## src/rtl/muldiv_ctrl.sv

```systemverilog
// Sequencer between the CPU control unit and the iterative multiply/divide units.
// Latches operands, pulses the selected unit, and commits its result into hi/lo.
module muldiv_ctrl #(
  parameter int WIDTH   = 32,
  parameter int TIMEOUT = 40,
  parameter int CNT_W   = 6
) (
  input  logic             clock,
  input  logic             reset,
  input  logic             start,
  input  logic             op_div,
  input  logic [WIDTH-1:0] a,
  input  logic [WIDTH-1:0] b,
  output logic             busy,
  output logic             done,
  output logic             div0,
  output logic             timeout,
  output logic [WIDTH-1:0] hi,
  output logic [WIDTH-1:0] lo,
  output logic [WIDTH-1:0] unit_a,
  output logic [WIDTH-1:0] unit_b,
  output logic             mult_start,
  output logic             div_start,
  output logic             unit_abort,
  input  logic             unit_done,
  input  logic [WIDTH-1:0] unit_hi,
  input  logic [WIDTH-1:0] unit_lo
);

  typedef enum logic [1:0] {S_IDLE, S_LAUNCH, S_WAIT} state_t;

  state_t           state, state_d;
  logic [CNT_W-1:0] cnt, cnt_d;
  logic             done_d, div0_d, timeout_d, abort_d;
  logic             mult_start_d, div_start_d;
  logic             latch_en, commit_en;
  logic             dog_fire;

  assign dog_fire = (cnt == CNT_W'(TIMEOUT - 1));
  assign busy     = (state != S_IDLE);

  always_comb begin
    // NOTE: every signal gets a default before the case so no path leaves one unassigned (no latches).
    state_d      = state;
    cnt_d        = cnt;
    done_d       = 1'b0;
    div0_d       = 1'b0;
    timeout_d    = 1'b0;
    abort_d      = 1'b0;
    mult_start_d = 1'b0;
    div_start_d  = 1'b0;
    latch_en     = 1'b0;
    commit_en    = 1'b0;
    case (state)
      S_IDLE: begin
        if (start) begin
          latch_en = 1'b1;
          if (op_div && (b == '0)) begin
            // divide-by-zero completes without ever waking a unit
            done_d = 1'b1;
            div0_d = 1'b1;
          end else begin
            state_d      = S_LAUNCH;
            mult_start_d = ~op_div;
            div_start_d  = op_div;
          end
        end
      end
      S_LAUNCH: begin
        cnt_d   = '0;
        state_d = S_WAIT;
      end
      S_WAIT: begin
        cnt_d = cnt + CNT_W'(1);
        if (unit_done) begin
          commit_en = 1'b1;
          done_d    = 1'b1;
          state_d   = S_IDLE;
        end else if (dog_fire) begin
          done_d    = 1'b1;
          timeout_d = 1'b1;
          abort_d   = 1'b1;
          state_d   = S_IDLE;
        end
      end
      default: state_d = S_IDLE;
    endcase
  end

  // NOTE: sequential state uses non-blocking assignments so all flops update from pre-edge values.
  always_ff @(posedge clock or posedge reset) begin
    if (reset) begin
      state      <= S_IDLE;
      cnt        <= '0;
      done       <= 1'b0;
      div0       <= 1'b0;
      timeout    <= 1'b0;
      unit_abort <= 1'b0;
      mult_start <= 1'b0;
      div_start  <= 1'b0;
      unit_a     <= '0;
      unit_b     <= '0;
      hi         <= '0;
      lo         <= '0;
    end else begin
      state      <= state_d;
      cnt        <= cnt_d;
      done       <= done_d;
      div0       <= div0_d;
      timeout    <= timeout_d;
      unit_abort <= abort_d;
      mult_start <= mult_start_d;
      div_start  <= div_start_d;
      if (latch_en) begin
        unit_a <= a;
        unit_b <= b;
      end
      if (commit_en) begin
        hi <= unit_hi;
        lo <= unit_lo;
      end
    end
  end

endmodule

```

## config.mk

```make
export PLATFORM = sky130hd
export DESIGN_NAME = muldiv_ctrl
export DESIGN_NICKNAME = d
export VERILOG_FILES = /design/src/rtl/muldiv_ctrl.sv
export SDC_FILE = /design/constraint.sdc
export NUM_CORES = 1
export LEC_CHECK = 0
export ABC_AREA = 0
export ABC_CLOCK_PERIOD_IN_PS = 6700
export CELL_PAD_IN_SITES_DETAIL_PLACEMENT = 0
export CELL_PAD_IN_SITES_GLOBAL_PLACEMENT = 1
export CORE_MARGIN = 2
export CORE_UTILIZATION = 32
export DETAILED_ROUTE_END_ITERATION = 7
export PLACE_DENSITY = 0.8
export SETUP_SLACK_MARGIN = 0.1
export SLEW_MARGIN = 40
export SYNTH_ARGS = -nofsm -noshare
export SYNTH_HDL_FRONTEND = slang
export SYNTH_SLANG_ARGS = --single-unit
```

## constraint.sdc

```tcl
create_clock -name clock -period 6.7 [get_ports clock]
set_clock_uncertainty 0.2 [all_clocks]
set_input_delay 1.34 -clock clock [delete_from_list [all_inputs] [get_ports clock]]
set_output_delay 1.34 -clock clock [all_outputs]
set_load 0.03 [all_outputs]
```

Word-level counts from Yosys, hierarchy flattened
Cells that the tools add are included.
{"block": "word_totals", "wordCells": 49, "in_bits": 133, "register_bits": 141}
{"block": "classes", "n_eq_ne": 6, "add_sub_neg": 1, "n_reduce_logical": 6, "bitwise": 1, "n_mux": 24}
{"operator": "zero test 32 bit", "count": 1}
{"operator": "2-to-1 mux 1 bit", "count": 17}
{"operator": "case mux 6 bit (2 select lines)", "count": 1}
{"operator": "2-to-1 mux 2 bit", "count": 4}
{"operator": "adder 6 x 1 -> 6 bit (second input constant)", "count": 1}
{"operator": "equality test 6 bit (second input constant)", "count": 1}
{"operator": "case mux 2 bit (3 select lines)", "count": 1}
{"operator": "inequality test 2 bit (second input constant)", "count": 2}
{"operator": "nonzero test 2 bit", "count": 2}
{"operator": "inequality test 3 bit (second input constant)", "count": 1}
{"operator": "AND reduction 3 bit", "count": 1}
{"operator": "equality test 2 x 1 -> 1 bit (second input constant)", "count": 1}
{"operator": "equality test 2 bit (second input constant)", "count": 1}
{"operator": "zero test 2 bit", "count": 1}
{"operator": "case mux 1 bit (2 select lines)", "count": 1}
{"operator": "logical AND 1 bit", "count": 1}
{"operator": "NOT 1 bit", "count": 1}

Depth between registers and ports, before layout
Gate-level depths: netlist (run 1).
{"block": "logic_depth", "word_depth": 5, "depth_mapped": 7, "mapped_depth_nobuf": 6}

Worst setup path after synthesis (run 1)
Ideal clock, no wire load.
{"block": "synth_timing", "path_kind": "input to register", "start": "input b[9]", "end": "register state[0]", "path_stages": 4, "required_ps": 6365, "arrival_time_ps": 2121, "slack_ps": 4243, "setup_ps": 135, "cell_sequence": "nor4_1 nand4_1 o2111ai_1 nand4b_1"}
{"block": "synth_via", "elab_chain_len": 4}
{"element": "start, declared", "line": "13", "source": "input logic [WIDTH-1:0] b,"}
{"element": "zero test 32 bit", "line": "58", "source": "if (op_div && (b == '0)) begin"}
{"element": "logical AND 1 bit", "line": "58"}
{"element": "inequality test 2 bit (no line)"}
{"element": "AND reduction 3 bit (no line)"}
{"element": "end signal, assigned", "line": "106", "source": "state <= state_d;"}
{"element": "end, declared", "line": "32", "source": "state_t state, state_d;"}
No other way between the ends.
A chain may end at the register's enable or synchronous reset.

Worst setup path in the final report (run 1)
{"block": "layout_timing", "start": "register state[0]", "end": "output busy"}
{"block": "layout_via", "elab_chain_len": 1}
{"element": "nonzero test 2 bit", "line": "40", "source": "assign busy = (state != S_IDLE);"}
{"element": "end, declared", "line": "14", "source": "output logic busy,"}
No other way between the ends.

==> flow_summary.yaml, run 1 <==
finish:
  fin_area_mm2: 0.00905
  multiInputGateArea_mm2: 0.00186
  growth_of_design_area_from_synthesis_to_finish_pct: 63.0
  fin_nets: 768
  diodes: 0
  number_of_fill_cells: 1436
  drive_above_1_share_pct: 26.4
  sequential_cell_area_mm2: 0.00353
sta:
  finalWorstPathRequiredPeriod_ns: 3.48
  drv_slew: 0
  worst_pin_slew_ns: 0.716
  timing.final.crit_share_pct: 52.0
  hold_viol: 0
  finalSetupTns_ns: 0
  slew_headroom_pct: 52.3
  achievable-frequency_mhz: 287
  setup_repair_after_global_routing_missed_its_margin: "false"
  finalSetupViolations: 0
global_route:
  globalRoute.totalOverflow: 0
  grt.total_usage_pct: 15.8
  grt_max_degree: 87
  vias_in_the_first_global_route: 4347
  wire_length_of_the_first_global_routing_pass_um: 22300
  number_of_antenna_violations_at_the_first_check_in_global_routing: 0
drt:
  post_drt_via_cell_ratio: 4.56
  detailroute.via_count: 3958
  drt_drc_violations_left: 0
  antenna_violating_nets_post_route: 0
  drt_first_pass_iters: 4
  avgRoutedWirePerCell_um: 16.4
  detail_route.iter0.violations: 119
  drt_wl_total_um: 14300
floorplanning:
  floorplan.die_area_mm2: 0.0184
  dieHeight_um: 136
  core_region_area_mm2: 0.0171
  die-width_um: 136
  initial_utilization_pct: 32.4
  floorplan.rows: 48
  ios: 268
setup_path:
  rrSetupSlack_ns: 4.56
  timing_worst_setup_path_type: "reg2out"
  worst-endpoint-required_ns: 5.16
  kind_of_launch_point_of_the_worst_setup_path: "register"
  critical_path.max_fanout: 5
  critPathArrivalTime_ns: 1.94
  end_kind: "primary output"
yosys:
  ys_seq_elements: 141
  synthesis.area_per_instance_um2: 15.6
  netlist_instances: 357
  netlist_top_cells_count: "sky130_fd_sc_hd__dfrtp_1, sky130_fd_sc_hd__mux2_2, sky130_fd_sc_hd__buf_4, sky130_fd_sc_hd__inv_1"
  library_cell_occupying_the_most_area_in_the_post_synthesis_netlist: "sky130_fd_sc_hd__dfrtp_1"
  synth_area_leaders: "sky130_fd_sc_hd__dfrtp_1, sky130_fd_sc_hd__mux2_2, sky130_fd_sc_hd__buf_4"
  seq_area_frac_synth_pct: 63.5
  syn-cell-area_mm2: 0.00555
  synth_nets: 495
  ys.flop_type: "sky130_fd_sc_hd__dfrtp_1"
  async_flop_share_pct: 100
  synth.most_common_cell: "sky130_fd_sc_hd__dfrtp_1"
  synth_cell_type_count: 31
  ys_warn_count: 0
  synth_enable_flop_cells: 0
  share_of_yosys_cell_area_claimed_by_the_top_area_cell_type_pct: 63.5
placed_design:
  place_congestion: 0.795
  dpl_cell_area_mm2: 0.00840
  dp.final_hpwl_um: 10600
  numPortBuffers: 267
clock_tree:
  worst_skew_pair.late_latency_ns: 0.41
  htreeDepth: 4
  cts_num_sinks: 141
  cts_setup_buffers: 0
  cts_made_buffers: 17
  clock_tree.buffer_depth: 2
  clkTransAtPathRegs_ns: 0.06
  holdBufCountCts: 0
  post_cts_resize_count: 0
  tritoncts_clock_tree: "built"
  clock_tree.root_cell: "sky130_fd_sc_hd__clkbuf_16"
power_and_ir_drop:
  ir_worst_vdd_mv: 0.263
  share_clk_of_total_power_pct: 19.8
  total_leakage_power_nw: 3.75
  report.power.total_w: 0.00491
  power.density_cell_area_mw_per_mm2: 542
  share_of_power_burned_in_registers_pct: 30.2
  cell_internal_power_w: 0.00304
  combinationalPowerShare_pct: 50.1
  switching_share_pct: 38.0
  netSwitchingPower_w: 0.00186
status:
  status: "finished clean"
worst_hold_path:
  min_path_type: "reg2reg"
run:
  maximum_capacitance_violations: 0
==> state kept, by name (all words and copies together), names as in the netlist <==
signal	count
unit_a	32
div0	1
div_start	1
hi	32
done	1
cnt	6
unit_b	32
mult_start	1
unit_abort	1
state	2
lo	32
==> cell usage in the layout (no fill, tap or decap), types with 3 or more instances in the layout <==
cell,count
sky130_fd_sc_hd__nand4_1,3
sky130_fd_sc_hd__nand4b_1,3
sky130_fd_sc_hd__inv_1,7
sky130_fd_sc_hd__nor3_1,3
sky130_fd_sc_hd__bufinv_16,3
sky130_fd_sc_hd__clkdlybuf4s50_1,267
sky130_fd_sc_hd__nand3_1,7
sky130_fd_sc_hd__mux2_2,128
sky130_fd_sc_hd__clkbuf_8,4
sky130_fd_sc_hd__nor4_1,7
sky130_fd_sc_hd__o21ai_0,7
sky130_fd_sc_hd__clkinv_2,4
sky130_fd_sc_hd__clkbuf_16,17
sky130_fd_sc_hd__nand2_1,3
sky130_fd_sc_hd__dfrtp_1,141
sky130_fd_sc_hd__ha_1,5
sky130_fd_sc_hd__nor2_1,4
==> path summary, 6_finish.rpt <==
kind | from | to | cells after the start
max | state[0]$_DFFE_PP0P_ | busy | 4
min | unit_a[26]$_DFFE_PP0P_ | unit_a[26]$_DFFE_PP0P_ | 1
max reg2reg | state[0]$_DFFE_PP0P_ | lo[27]$_DFFE_PP0P_ | 6
min reg2reg | unit_a[26]$_DFFE_PP0P_ | unit_a[26]$_DFFE_PP0P_ | 1
max in group asynchronous | reset | unit_a[14]$_DFFE_PP0P_ | 3
min in group asynchronous | reset | hi[15]$_DFFE_PP0P_ | 2
==> cells by family (layout without fill, tap and decap cells) <==
family	after synthesis	in the layout	share of synthesized area [%]
AND/OR/NAND/NOR	40	40	4.21
XOR/XNOR	1	1	0.158
flip-flops	141	141	63.5
buffers and inverters	25	311	2.93
adder cells (fa/ha/maj)	5	5	1.13
AO/OA/AOI/OAI	16	16	1.89
multiplexers	129	129	26.1
==> through the flow <==
step	util [%]	std cells	hold slack [ns]	worst slack (ns)
CTS	52.7	867	0.305	3.19
floorplan	-	357	0.278	1.38
global route	52.9	868	0.314	3.08
finish	52.9	868	0.301	3.22
detailed placement	49.1	835	0.291	3.28
global placement	49.1	835	0.286	3.34
==> worst max-delay path, stage by stage, from the launching register on <==
cell,delay (ns)
sky130_fd_sc_hd__dfrtp_1,0.38
sky130_fd_sc_hd__inv_1,0.09
sky130_fd_sc_hd__ha_1,0.27
sky130_fd_sc_hd__inv_1,0.12
sky130_fd_sc_hd__clkdlybuf4s50_1,0.68
==> layout make-up <==
type	count	share of cell area, %
clock inverters	10	1.49
multi-input cells	191	20.6
inverters	8	0.415
flip-flops and latches	141	39.0
repair buffers	271	30.0
well taps	225	3.11
clock buffers	22	5.35
==> layer usage <==
metal  track usage (%)  part of all wire (%)  vias to the layer above
met5                 0                     0                        -
met4              7.12                   2.3                        0
met3              6.51                   8.3                       23
met2              27.2                    53                      145
met1              17.1                    37                     1965
li1                  -                     -                     1825
==> power groups by stage <==
stage	clock network (W)	registers, W	logic, W
after global placement	0	0.00147	0.00244
final	0.000970	0.00148	0.00246
after CTS	0.000995	0.00148	0.00248
after global routing	0.00104	0.00153	0.00258
after floorplan	0	0.00227	0.000640
after detailed placement	0	0.00149	0.00247
No activity file was read; power rests on OpenSTA's default activity.
==> run 2: changes to the inputs <==
- ABC_CLOCK_PERIOD_IN_PS: 6700 -> 3600
- clock period: 6.7 -> 3.6 ns (I/O delays scaled with it)
==> run 2 against run 1 <==
Against the previous run:
- design area is 0.50% higher
- critical path depth stayed put
- utilization is 0.26 points higher
- critical endpoint unchanged
- first-iteration DRC count is 8.4% lower
- sequential share of layout area is 0.19 points lower
==> flow_summary.yaml, run 2 (same netlist as run 1, synthesis figures left out) <==
floorplanning:
  dieHeight_um: 136
  die-width_um: 136
  ios: 268
  initial_utilization_pct: 32.4
  core_region_area_mm2: 0.0171
  floorplan.die_area_mm2: 0.0184
  floorplan.rows: 48
global_route:
  grt.total_usage_pct: 16.1
  grt_util_met2_pct: 28.3
  gr-usage-met1_pct: 17.9
  wire_length_of_the_first_global_routing_pass_um: 22900
  global_route.usage.met3_pct: 4.68
  vias_in_the_first_global_route: 4370
  top_usage_layer: "met2"
  globalRoute.totalOverflow: 0
  number_of_antenna_violations_at_the_first_check_in_global_routing: 0
  grt_max_degree: 78
drt:
  detailroute.via_count: 4018
  antenna_violating_nets_post_route: 0
  drt_drc_violations_left: 0
  post_drt_via_cell_ratio: 4.63
  avgRoutedWirePerCell_um: 16.9
  detail_route.iter0.violations: 109
  drt_wl_total_um: 14700
  drt_first_pass_iters: 5
sta:
  finalSetupViolations: 0
  finalSetupTns_ns: 0
  hold_viol: 0
  timing.final.crit_share_pct: 80.4
  finalWorstPathRequiredPeriod_ns: 2.90
  worst_pin_slew_ns: 0.411
  achievable-frequency_mhz: 345
  setup_repair_after_global_routing_missed_its_margin: "false"
  drv_slew: 0
  slew_headroom_pct: 72.6
power_and_ir_drop:
  power.density_cell_area_mw_per_mm2: 1010
  ir_worst_vdd_mv: 0.424
  total_leakage_power_nw: 3.76
finish:
  diodes: 0
  number_of_fill_cells: 1425
  fin_nets: 768
  finish.utilization_pct: 53.1
  final_common_cell: "sky130_fd_sc_hd__clkdlybuf4s50_1"
  growth_of_design_area_from_synthesis_to_finish_pct: 63.8
  drive_above_1_share_pct: 26.6
  layout.cells.most_common_list: "sky130_fd_sc_hd__clkdlybuf4s50_1, sky130_fd_sc_hd__dfrtp_1, sky130_fd_sc_hd__mux2_2"
setup_path:
  critPathArrivalTime_ns: 1.98
  worst-endpoint-required_ns: 2.68
  timing_worst_setup_path_type: "reg2out"
  end_kind: "primary output"
  critical_path.max_fanout: 5
  kind_of_launch_point_of_the_worst_setup_path: "register"
placed_design:
  place_congestion: 0.837
  dp.final_hpwl_um: 10900
  numPortBuffers: 267
clock_tree:
  clock_tree.root_cell: "sky130_fd_sc_hd__clkbuf_16"
  htreeDepth: 4
  clock_tree.buffer_depth: 2
  holdBufCountCts: 0
  cts_num_sinks: 141
  clkTransAtPathRegs_ns: 0.06
  cts_made_buffers: 17
  worst_skew_pair.late_latency_ns: 0.41
  post_cts_resize_count: 0
  tritoncts_clock_tree: "built"
  cts_setup_buffers: 0
worst_hold_path:
  min_path_type: "reg2reg"
status:
  status: "finished clean"
run:
  maximum_capacitance_violations: 0
==> run 2: cell count changes in the layout (fill, tap and decap cells not counted) <==
cell | previous run | this run
sky130_fd_sc_hd__buf_12 | 1 | 4
sky130_fd_sc_hd__clkinv_2 | 4 | 1
sky130_fd_sc_hd__inv_6 | 1 | 4
sky130_fd_sc_hd__buf_4 | 2 | 0
sky130_fd_sc_hd__clkinvlp_4 | 1 | 3
sky130_fd_sc_hd__buf_6 | 1 | 0
sky130_fd_sc_hd__clkbuf_1 | 1 | 0
sky130_fd_sc_hd__inv_8 | 1 | 0
==> run 2: critical path: stages, from the launching register on <==
cell and delay [ns]:
sky130_fd_sc_hd__dfrtp_1 0.40, sky130_fd_sc_hd__inv_1 0.10, sky130_fd_sc_hd__ha_1 0.27, sky130_fd_sc_hd__inv_1 0.12, sky130_fd_sc_hd__clkdlybuf4s50_1 0.68
==> run 2: worst paths after layout <==
kind	start	end	slack [ns]	cells after the start
setup / recovery	state[0]$_DFFE_PP0P_	busy	0.70	4
hold / removal	hi[4]$_DFFE_PP0P_	hi[4]$_DFFE_PP0P_	0.30	1
setup reg to reg	state[0]$_DFFE_PP0P_	lo[25]$_DFFE_PP0P_	1.56	5
hold reg to reg	hi[4]$_DFFE_PP0P_	hi[4]$_DFFE_PP0P_	0.30	1
max in group asynchronous	reset	unit_b[27]$_DFFE_PP0P_	2.26	3
min in group asynchronous	reset	hi[8]$_DFFE_PP0P_	0.59	3
==> run 2: power by group <==
group | internal (W) | switching, W
Combinational | 0.00216 | 0.00246
Clock | 0.00117 | 0.000689
Sequential | 0.00236 | 0.000387
==> run 2: metal layers <==
| metal | up-vias | wire, um |
|---|---|---|
| met5 | - | 0 |
| met4 | 0 | 429 |
| met3 | 28 | 922 |
| met2 | 146 | 7960 |
| met1 | 2026 | 5370 |
| li1 | 1818 | - |
==> run 2: through the flow <==
step / power, W / area [um2] / std cells / worst slack (ns) / hold WS, ns
2_1_floorplan: 0.00542 / 5560 / 357 / 0.917 / 0.278
3_3_place_gp: 0.00731 / 8460 / 836 / 1.03 / 0.287
3_5_place_dp: 0.00742 / 8460 / 836 / 0.908 / 0.291
4_1_cts: 0.00933 / 9090 / 868 / 0.684 / 0.304
5_1_grt: 0.00966 / 9090 / 868 / 0.621 / 0.312
6_report: 0.00922 / 9090 / 868 / 0.704 / 0.301
==> run 2: final cells by class <==
type	instances	area [um2]	share of cell area (%)
Inverter	8	33.8	0.371
Clock inverter	11	154	1.69
Sequential cell	141	3530	38.8
Clock buffer	21	480	5.28
Multi-Input combinational cell	191	1860	20.5
Timing Repair Buffer	271	2750	30.3
Tap cell	225	282	3.10
==> edit, RTL diff (config.mk and constraints of run 1) <==
Change the parameter `WIDTH` from 32 to 48.
--- a/src/rtl/muldiv_ctrl.sv
+++ b/src/rtl/muldiv_ctrl.sv
@@ -1,7 +1,7 @@
 // Sequencer between the CPU control unit and the iterative multiply/divide units.
 // Latches operands, pulses the selected unit, and commits its result into hi/lo.
 module muldiv_ctrl #(
-  parameter int WIDTH   = 32,
+  parameter int WIDTH   = 48,
   parameter int TIMEOUT = 40,
   parameter int CNT_W   = 6
 ) (
Ports: changed (8 resized); port bits go from 268 to 396. No check against the original RTL was run, so the function may have changed too.
==> edit against run 1 <==
Routed wire length grew 51%; global-route usage is 0.30 points higher; sequential share of layout area up 0.78 points; sequential cell count grew 64; first-iteration DRC count up 92%; via count rose by 42%; synthesized cell count grew 39%; final area up 43%; power up 40%; worst setup slack got worse by 0.17 ns; synthesized area grew 42%; largest cell class unchanged; largest power group unchanged.
==> edit: results (changes against run 1) <==
[outcome]
status = finished clean

[synthesis]
synth_nets = 698  ; +41%
yosysSeqAreaShare = 0.6503  ; +0.01486
synth.top_cells.by_count = dfrtp_1 (205), mux2_2 (192), buf_2 (19), nor4_1 (12)
synthXorXnorAreaFrac = 0.001110  ; -0.0004671

[global_route]
grt.total_usage = 0.1614  ; +0.003038
grt_pass1_wl_um = 33360  ; +50%

[power_and_ir_drop]
combinationalPowerShare = 0.519  ; +0.018
ir_drop_mv = 0.2843  ; +8.1%
internal-power_mw = 4.222  ; +39%

[finish]
area.sequential_mm2 = 0.005130  ; +45%
nonClkBufAreaFrac = 0.3116  ; +0.01121
area_growth_pct = 63.52
multi_input_comb_cells = 260  ; +36%
clkCellAreaFrac = 0.05354  ; -0.01490
buffers = 400  ; +48%
nNetsFinal = 1099  ; +43%
drive_above_1_share = 0.2549  ; -0.009441
clock_buffers = 35  ; +59%

[detailed_routing]
via_per_inst = 4.539  ; -0.46%
routed_wl_um = 21630  ; +51%

[placement]
gp_congestion = 0.8056  ; +1.3%
placed_cell_area_mm2 = 0.01221  ; +45%
dp_hpwl_um = 15900  ; +50%

[setup_path]
worstPathArrival_ns = 2.11  ; +0.17 ns
rrSetupSlack_ns = 3.95  ; -0.61 ns
cp_max_fo = 7  ; +2

[cts]
cts_sinks = 205  ; +45%

edit: routing by layer:
layer | up-vias | global-route usage | share of wire | routed length [µm]
met2 | 239 | 0.2905 | 0.50 | 10910
li1 | 2579 | - | - | -
met4 | 0 | 0.03977 | 0.019 | 417
met5 | - | 0 | 0 | 0
met1 | 2752 | 0.1854 | 0.38 | 8286
met3 | 31 | 0.05367 | 0.093 | 2017
edit: worst max-delay path by stage:
stage                   start  slack, ns     end
CTS                  state[0]       2.99    busy
detailed placement  unit_done       2.91  lo[27]
floorplan               reset       2.50  cnt[0]
global placement    unit_done       2.94  lo[26]
finish               state[0]       3.05    busy
global route         state[0]       2.93    busy
edit: logic make-up (layout without fill, tap and decap cells):
kind of cell,count (synthesis),in the layout
buffers and inverters,31,445
xor gates and xnor gates,1,1
muxes,193,193
AOI/OAI and AO/OA,15,15
adders and majority gates,5,5
DFF,205,205
and+or+nand+nor,46,46
